`config.mk`:
```
export PLATFORM = sky130hd
export DESIGN_NAME = vga_timing_flat
export DESIGN_NICKNAME = d
export VERILOG_FILES = /design/src/rtl/vga_timing_pkg.sv /design/src/rtl/vga_timing_if.sv /design/src/rtl/vga_sync_delay.sv /design/src/rtl/vga_timing.sv /design/src/flat_wrapper.sv
export SDC_FILE = /design/constraint.sdc
export NUM_CORES = 1
export LEC_CHECK = 0
export ABC_CLOCK_PERIOD_IN_PS = 1860
export BUFFER_PORTS_ARGS = -buffer_cell sky130_fd_sc_hd__buf_2
export CAP_MARGIN = 5
export CORE_MARGIN = 8
export CORE_UTILIZATION = 46
export DETAILED_ROUTE_END_ITERATION = 16
export PLACE_DENSITY_LB_ADDON = 0.2
export REMOVE_ABC_BUFFERS = 1
export SKIP_CTS_REPAIR_TIMING = 1
export SYNTH_ARGS = -nofsm -noshare
export SYNTH_HDL_FRONTEND = slang
export SYNTH_SLANG_ARGS = --single-unit
```
`constraint.sdc`:
```
create_clock -name pixel_clk -period 1.86 [get_ports pixel_clk]
set_input_delay 0.093 -clock pixel_clk [delete_from_list [all_inputs] [get_ports pixel_clk]]
set_output_delay 0.093 -clock pixel_clk [all_outputs]
set_load 0.02 [all_outputs]
```
`src/rtl/vga_timing_pkg.sv`:
```
// vga_timing_pkg: 800x600@56 timing defaults, derived totals and shared raster types
package vga_timing_pkg;
  localparam int H_ACTIVE_DEF = 800;
  localparam int H_FP_DEF     = 24;
  localparam int H_SYNC_DEF   = 72;
  localparam int H_BP_DEF     = 128;
  localparam int V_ACTIVE_DEF = 600;
  localparam int V_FP_DEF     = 1;
  localparam int V_SYNC_DEF   = 2;
  localparam int V_BP_DEF     = 22;
  localparam int H_TOTAL_DEF  = H_ACTIVE_DEF + H_FP_DEF + H_SYNC_DEF + H_BP_DEF;
  localparam int V_TOTAL_DEF  = V_ACTIVE_DEF + V_FP_DEF + V_SYNC_DEF + V_BP_DEF;
  localparam int H_MAX_TOTAL  = 2048;
  localparam int V_MAX_TOTAL  = 1024;
  typedef logic [10:0] h_coord_t;
  typedef logic [9:0]  v_coord_t;
  typedef logic [3:0]  rgb4_t;
  typedef struct packed {
    logic de;
    logic hs;
    logic vs;
  } sync_flags_t;
  function automatic logic in_range(input int x, input int lo, input int hi);
    return (x >= lo) && (x < hi);
  endfunction
endpackage

```
`src/rtl/vga_timing_if.sv`:
```
// vga_timing_if: scan-position and colour link between the timing generator and the game plane
interface vga_timing_if;
  import vga_timing_pkg::*;
  h_coord_t h_coord;
  v_coord_t v_coord;
  logic     frame_start;
  rgb4_t    red;
  rgb4_t    green;
  rgb4_t    blue;
  modport master (output h_coord, v_coord, frame_start, input red, green, blue);
  modport slave  (input h_coord, v_coord, frame_start, output red, green, blue);
endinterface

```
`src/rtl/vga_sync_delay.sv`:
```
// vga_sync_delay: parametric-depth flag shift register; depth 0 degenerates to a wire
module vga_sync_delay #(
  parameter int               WIDTH     = 1,
  parameter int               DEPTH     = 0,
  parameter logic [WIDTH-1:0] RESET_VAL = '0
) (
  input  logic             pixel_clk,
  input  logic             rst_n,
  input  logic [WIDTH-1:0] d,
  output logic [WIDTH-1:0] q
);
  if (DEPTH == 0) begin : g_wire
    assign q = d;
  end else begin : g_pipe
    logic [WIDTH-1:0] stage [DEPTH];
    always_ff @(posedge pixel_clk or negedge rst_n) begin
      if (!rst_n) begin
        for (int i = 0; i < DEPTH; i++) stage[i] <= RESET_VAL;
      end else begin
        stage[0] <= d;
        for (int i = 1; i < DEPTH; i++) stage[i] <= stage[i-1];
      end
    end
    assign q = stage[DEPTH-1];
  end
endmodule

```
`src/rtl/vga_timing.sv`:
```
// vga_timing: raster counters, sync/blank decode and registered VGA outputs aligned to the
// game-plane colour returned RGB_LATENCY cycles after each coordinate.
module vga_timing
  import vga_timing_pkg::*;
#(
  parameter int H_ACTIVE    = H_ACTIVE_DEF,
  parameter int H_FP        = H_FP_DEF,
  parameter int H_SYNC      = H_SYNC_DEF,
  parameter int H_BP        = H_BP_DEF,
  parameter int V_ACTIVE    = V_ACTIVE_DEF,
  parameter int V_FP        = V_FP_DEF,
  parameter int V_SYNC      = V_SYNC_DEF,
  parameter int V_BP        = V_BP_DEF,
  parameter bit HS_POL      = 1'b1,
  parameter bit VS_POL      = 1'b1,
  parameter int RGB_LATENCY = 0
) (
  input  logic  pixel_clk,
  input  logic  rst_n,
  vga_timing_if.master gp,
  output rgb4_t vga_r,
  output rgb4_t vga_g,
  output rgb4_t vga_b,
  output logic  vga_hs,
  output logic  vga_vs,
  output logic  display_on
);
  localparam int H_TOTAL = H_ACTIVE + H_FP + H_SYNC + H_BP;
  localparam int V_TOTAL = V_ACTIVE + V_FP + V_SYNC + V_BP;
  if (H_TOTAL > H_MAX_TOTAL || V_TOTAL > V_MAX_TOTAL) begin : g_bad_total
    $error("vga_timing: H_TOTAL/V_TOTAL exceed the 11/10-bit counter range");
  end
  if (RGB_LATENCY < 0 || RGB_LATENCY > 3) begin : g_bad_latency
    $error("vga_timing: RGB_LATENCY must be 0..3");
  end
  h_coord_t    h_q;
  v_coord_t    v_q;
  logic        run_q;
  logic        h_wrap;
  logic        v_wrap;
  sync_flags_t raw;
  sync_flags_t dly;
  // run_q holds the counters at (0,0) for the first edge after release so that pixel
  // (0,0) is the first coordinate issued, with frame_start high on it.
  always_ff @(posedge pixel_clk or negedge rst_n) begin
    if (!rst_n) begin
      h_q   <= '0;
      v_q   <= '0;
      run_q <= 1'b0;
    end else begin
      run_q <= 1'b1;
      if (run_q) begin
        h_q <= h_wrap ? '0 : h_q + 1'b1;
        if (h_wrap) v_q <= v_wrap ? '0 : v_q + 1'b1;
      end
    end
  end
  assign h_wrap = h_q == h_coord_t'(H_TOTAL - 1);
  assign v_wrap = v_q == v_coord_t'(V_TOTAL - 1);
  assign gp.h_coord     = h_q;
  assign gp.v_coord     = v_q;
  assign gp.frame_start = run_q && h_q == '0 && v_q == '0;
  always_comb begin
    raw.de = run_q && in_range(int'(h_q), 0, H_ACTIVE) && in_range(int'(v_q), 0, V_ACTIVE);
    raw.hs = run_q && in_range(int'(h_q), H_ACTIVE + H_FP, H_ACTIVE + H_FP + H_SYNC);
    raw.vs = run_q && in_range(int'(v_q), V_ACTIVE + V_FP, V_ACTIVE + V_FP + V_SYNC);
  end
  vga_sync_delay #(
    .WIDTH    (3),
    .DEPTH    (RGB_LATENCY),
    .RESET_VAL(3'b000)
  ) u_sync_delay (
    .pixel_clk(pixel_clk),
    .rst_n    (rst_n),
    .d        (raw),
    .q        (dly)
  );
  always_ff @(posedge pixel_clk or negedge rst_n) begin
    if (!rst_n) begin
      vga_r      <= '0;
      vga_g      <= '0;
      vga_b      <= '0;
      vga_hs     <= ~HS_POL;
      vga_vs     <= ~VS_POL;
      display_on <= 1'b0;
    end else begin
      vga_r      <= dly.de ? gp.red : '0;
      vga_g      <= dly.de ? gp.green : '0;
      vga_b      <= dly.de ? gp.blue : '0;
      vga_hs     <= dly.hs ? HS_POL : ~HS_POL;
      vga_vs     <= dly.vs ? VS_POL : ~VS_POL;
      display_on <= dly.de;
    end
  end
endmodule

```
`src/flat_wrapper.sv`:
```
// flat-port wrapper written by rule: the top's interface ports become plain ports
module vga_timing_flat import vga_timing_pkg::*;
#(
  parameter int H_ACTIVE    = H_ACTIVE_DEF,
  parameter int H_FP        = H_FP_DEF,
  parameter int H_SYNC      = H_SYNC_DEF,
  parameter int H_BP        = H_BP_DEF,
  parameter int V_ACTIVE    = V_ACTIVE_DEF,
  parameter int V_FP        = V_FP_DEF,
  parameter int V_SYNC      = V_SYNC_DEF,
  parameter int V_BP        = V_BP_DEF,
  parameter bit HS_POL      = 1'b1,
  parameter bit VS_POL      = 1'b1,
  parameter int RGB_LATENCY = 0
)
  (pixel_clk, rst_n, vga_r, vga_g, vga_b, vga_hs, vga_vs, display_on, gp_h_coord, gp_v_coord, gp_frame_start, gp_red, gp_green, gp_blue);
  vga_timing_if gp_i ();
  input  logic pixel_clk;
  input  logic rst_n;
  output rgb4_t vga_r;
  output rgb4_t vga_g;
  output rgb4_t vga_b;
  output logic vga_hs;
  output logic vga_vs;
  output logic display_on;
  output wire logic [$bits(gp_i.h_coord)-1:0] gp_h_coord;
  output wire logic [$bits(gp_i.v_coord)-1:0] gp_v_coord;
  output wire logic [$bits(gp_i.frame_start)-1:0] gp_frame_start;
  input wire logic [$bits(gp_i.red)-1:0] gp_red;
  input wire logic [$bits(gp_i.green)-1:0] gp_green;
  input wire logic [$bits(gp_i.blue)-1:0] gp_blue;
  assign gp_h_coord = gp_i.h_coord;
  assign gp_v_coord = gp_i.v_coord;
  assign gp_frame_start = gp_i.frame_start;
  assign gp_i.red = gp_red;
  assign gp_i.green = gp_green;
  assign gp_i.blue = gp_blue;
  vga_timing #(.H_ACTIVE(H_ACTIVE), .H_FP(H_FP), .H_SYNC(H_SYNC), .H_BP(H_BP), .V_ACTIVE(V_ACTIVE), .V_FP(V_FP), .V_SYNC(V_SYNC), .V_BP(V_BP), .HS_POL(HS_POL), .VS_POL(VS_POL), .RGB_LATENCY(RGB_LATENCY)) u_core (.pixel_clk(pixel_clk), .rst_n(rst_n), .gp(gp_i), .vga_r(vga_r), .vga_g(vga_g), .vga_b(vga_b), .vga_hs(vga_hs), .vga_vs(vga_vs), .display_on(display_on));
endmodule
```
==> flow_metrics.env <==
export IMPL_crit_path_end_kind="flop"
export IMPL_clock_skew_ps=8.36
export IMPL_yosysSeqAreaShare=0.530
export IMPL_path_clk_slew_ps=80
export IMPL_port_buffers=50
export IMPL_finalSetupViolCount=5
export IMPL_die_area_um2=6020
export IMPL_failed_checks="setup timing"
export IMPL_synth_async_reset_ratio=1.00
export IMPL_fillers=311
export IMPL_grt_pass1_vias=1589
export IMPL_cts_made_buffers=5
export IMPL_antenna_found_initial=0
export IMPL_r2r_start="u_core.gp.h_coord[0]"
export IMPL_hold_path_class="input port to flop"
export IMPL_crit_type="flop to flop"
export IMPL_clockBufferDepth=2
export IMPL_dpl_hpwl_mm=3.34
export IMPL_num_vias=1567
export IMPL_grt_max_degree=38
export IMPL_grt_setup_unrepaired="yes"
export IMPL_crit_fanout=3
export IMPL_drv_slew=0
export IMPL_synth_seq_cells=37
export IMPL_finalCritPeriodShare=1.06
export IMPL_outcome="finished with violations"
export IMPL_hp_start="gp_red[0]"
export IMPL_drv_cap=0
export IMPL_drive_above_1_share=0.433
export IMPL_fp_dieH_um=77.6
export IMPL_initial_utilization=0.477
export IMPL_die_w_um=77.6
export IMPL_synth_distinct_cells=39
export IMPL_seqCellArea_um2=926
export IMPL_drtIter0Drc=75
export IMPL_htree_levels=2
export IMPL_p_leak_nw=1.20
export IMPL_place_congestion=0.859
export IMPL_fin_crit_ps=1970
export IMPL_power_total_mw=1.99
export IMPL_cts_tree="built"
export IMPL_fin_tns_setup_ps=-211
export IMPL_root_buffer="clkbuf_8"
export IMPL_grt_first_pass_wirelength_mm=7.18
export IMPL_critPathArrivalTime_ps=2150
export IMPL_antenna_left=0
export IMPL_tightest_slew_ps=787
export IMPL_synth_area_um2=1750
export IMPL_ys_flop_type="dfrtp_1"
export IMPL_clock_latency_ps=290
export IMPL_yosys_warnings=0
export IMPL_clock_sinks=37
export IMPL_hold_viol_final=0
export IMPL_syn_area_per_cell_um2=10.5
export IMPL_grt_overflow=0
export IMPL_fmax_ghz=0.508
export IMPL_wire_per_inst_um=15.5
export IMPL_slew_headroom=0.475
export IMPL_antennaDiodeCount=0
export IMPL_startpoint="u_core.gp.h_coord[0]"
export IMPL_drt_vias_per_instance=5.31
export IMPL_vdd_drop_max_v=0.000615
export IMPL_coreArea_um2=3660
export IMPL_powerDensity_nw_per_um2=817
export IMPL_critPathRequiredTime_ps=2040
export IMPL_critical_path_startpoint_type="flop"
export IMPL_nets=265
export IMPL_syn_inst=166
export IMPL_finalWorstSetupSlack_ps=-109
export IMPL_areaGrowthSynthToFinish_pct=39.6
export IMPL_drc=0
export IMPL_ios=51
export IMPL_drt_total_wl_mm=4.58
export IMPL_grt_use_total=0.148
export IMPL_rows=22
export IMPL_drtPass1Iterations=4
export IMPL_synth_edf_count=0
export IMPL_multiInputGateArea_um2=822
-- cells in the mapped netlist (all sizes together), types with 3 or more instances --
master | n | area [um^2]
a2bb2oi | 3 | 26.3
nor2 | 6 | 22.5
nand3 | 10 | 55.1
xnor2 | 4 | 35.0
o21ai | 13 | 65.1
nand4 | 4 | 25.0
nor4 | 5 | 46.3
clkbuf | 4 | 15.0
or3 | 3 | 18.8
inv | 10 | 37.5
nand2 | 10 | 37.5
ha | 5 | 62.6
dfrtp | 37 | 926
and2 | 13 | 81.3
o31ai | 3 | 22.5
buf | 3 | 17.5
nor3 | 6 | 30.0
-- cells by family after synthesis --
logic type,count (synthesis),synth area share
fa+ha+maj,5,0.0358
compound gates,29,0.113
buf+inv,17,0.0401
other cells,1,0.00215
flops,37,0.530
mux,2,0.0129
simple gates,69,0.235
xor+xnor,6,0.0301
-- metrics by stage --
step	hold slack [ps]	cell area (um^2)	setup WS, ps	utilization	instances
4_1_cts	-94.7	2320	-235	0.633	292
3_5_place_dp	227	2230	-203	0.608	284
5_1_grt	0.834	2440	-152	0.665	295
3_3_place_gp	209	2230	-144	0.608	284
6_report	0.195	2440	-109	0.665	295
2_1_floorplan	-203	1710	-286	-	159
-- layout by cell type (no fill, tap or decap), types with 3 or more instances in the layout --
cell / count
buf_2: 49
dfrtp_1: 37
buf_4: 28
and2_1: 13
nand2_1: 10
o21ai_0: 9
inv_1: 8
nand3_1: 8
nor2_1: 6
nor3_1: 6
clkbuf_8: 5
nor4_1: 4
nand4_1: 4
xnor2_1: 4
o21ai_1: 4
or3_1: 3
a2bb2oi_2: 3
ha_1: 3
-- path summary, 6_finish.rpt --
kind	end	slack, ps	cells after the start
worst min-delay path	u_core.vga_r[0]	0.2	2
max in group asynchronous	u_core.vga_g[2]	940	2
worst min register to register	u_core.gp.h_coord[10]	590	2
min in group asynchronous	u_core.gp.h_coord[3]	410	2
worst max register to register	u_core.gp.v_coord[7]	-110	5
worst max-delay path	u_core.gp.v_coord[7]	-110	5
-- cell type report --
type / count / share of cell area
well taps: 48 / 0.0247
clock inverters: 3 / 0.00924
repair buffers: 80 / 0.204
flip-flops and latches: 37 / 0.380
inverters: 10 / 0.0164
multi-input cells: 112 / 0.337
clock buffers: 5 / 0.0282
-- report_power, final --
part	switching (mW)	total, mW	internal [mW]
Sequential	0.0363	0.907	0.870
Combinational	0.297	0.522	0.226
Clock	0.295	0.561	0.265
-- worst max-delay path: stages (launching register included) --
cell,delay (ps)
dfrtp_1,370
ha_2,200
nand3_2,70
or4_4,580
nor4_4,310
mux2_4,320
-- per-layer routing --
layer	track usage	share of wire	vias up
met1	0.157	0.41	752
met2	0.246	0.49	50
li1	-	-	755
met3	0.0622	0.089	10
met5	0	0	-
met4	0.0755	0.019	0
-- registers in the layout (all words and copies together) (netlist names) --
register / flops
u_core.vga_g: 4
u_core.vga_b: 4
u_core.vga_vs: 1
u_core.run_q: 1
u_core.vga_r: 4
u_core.display_on: 1
u_core.vga_hs: 1
u_core.gp.v_coord: 10
u_core.gp.h_coord: 11
Note: power is estimated with default switching activity, not from simulation.
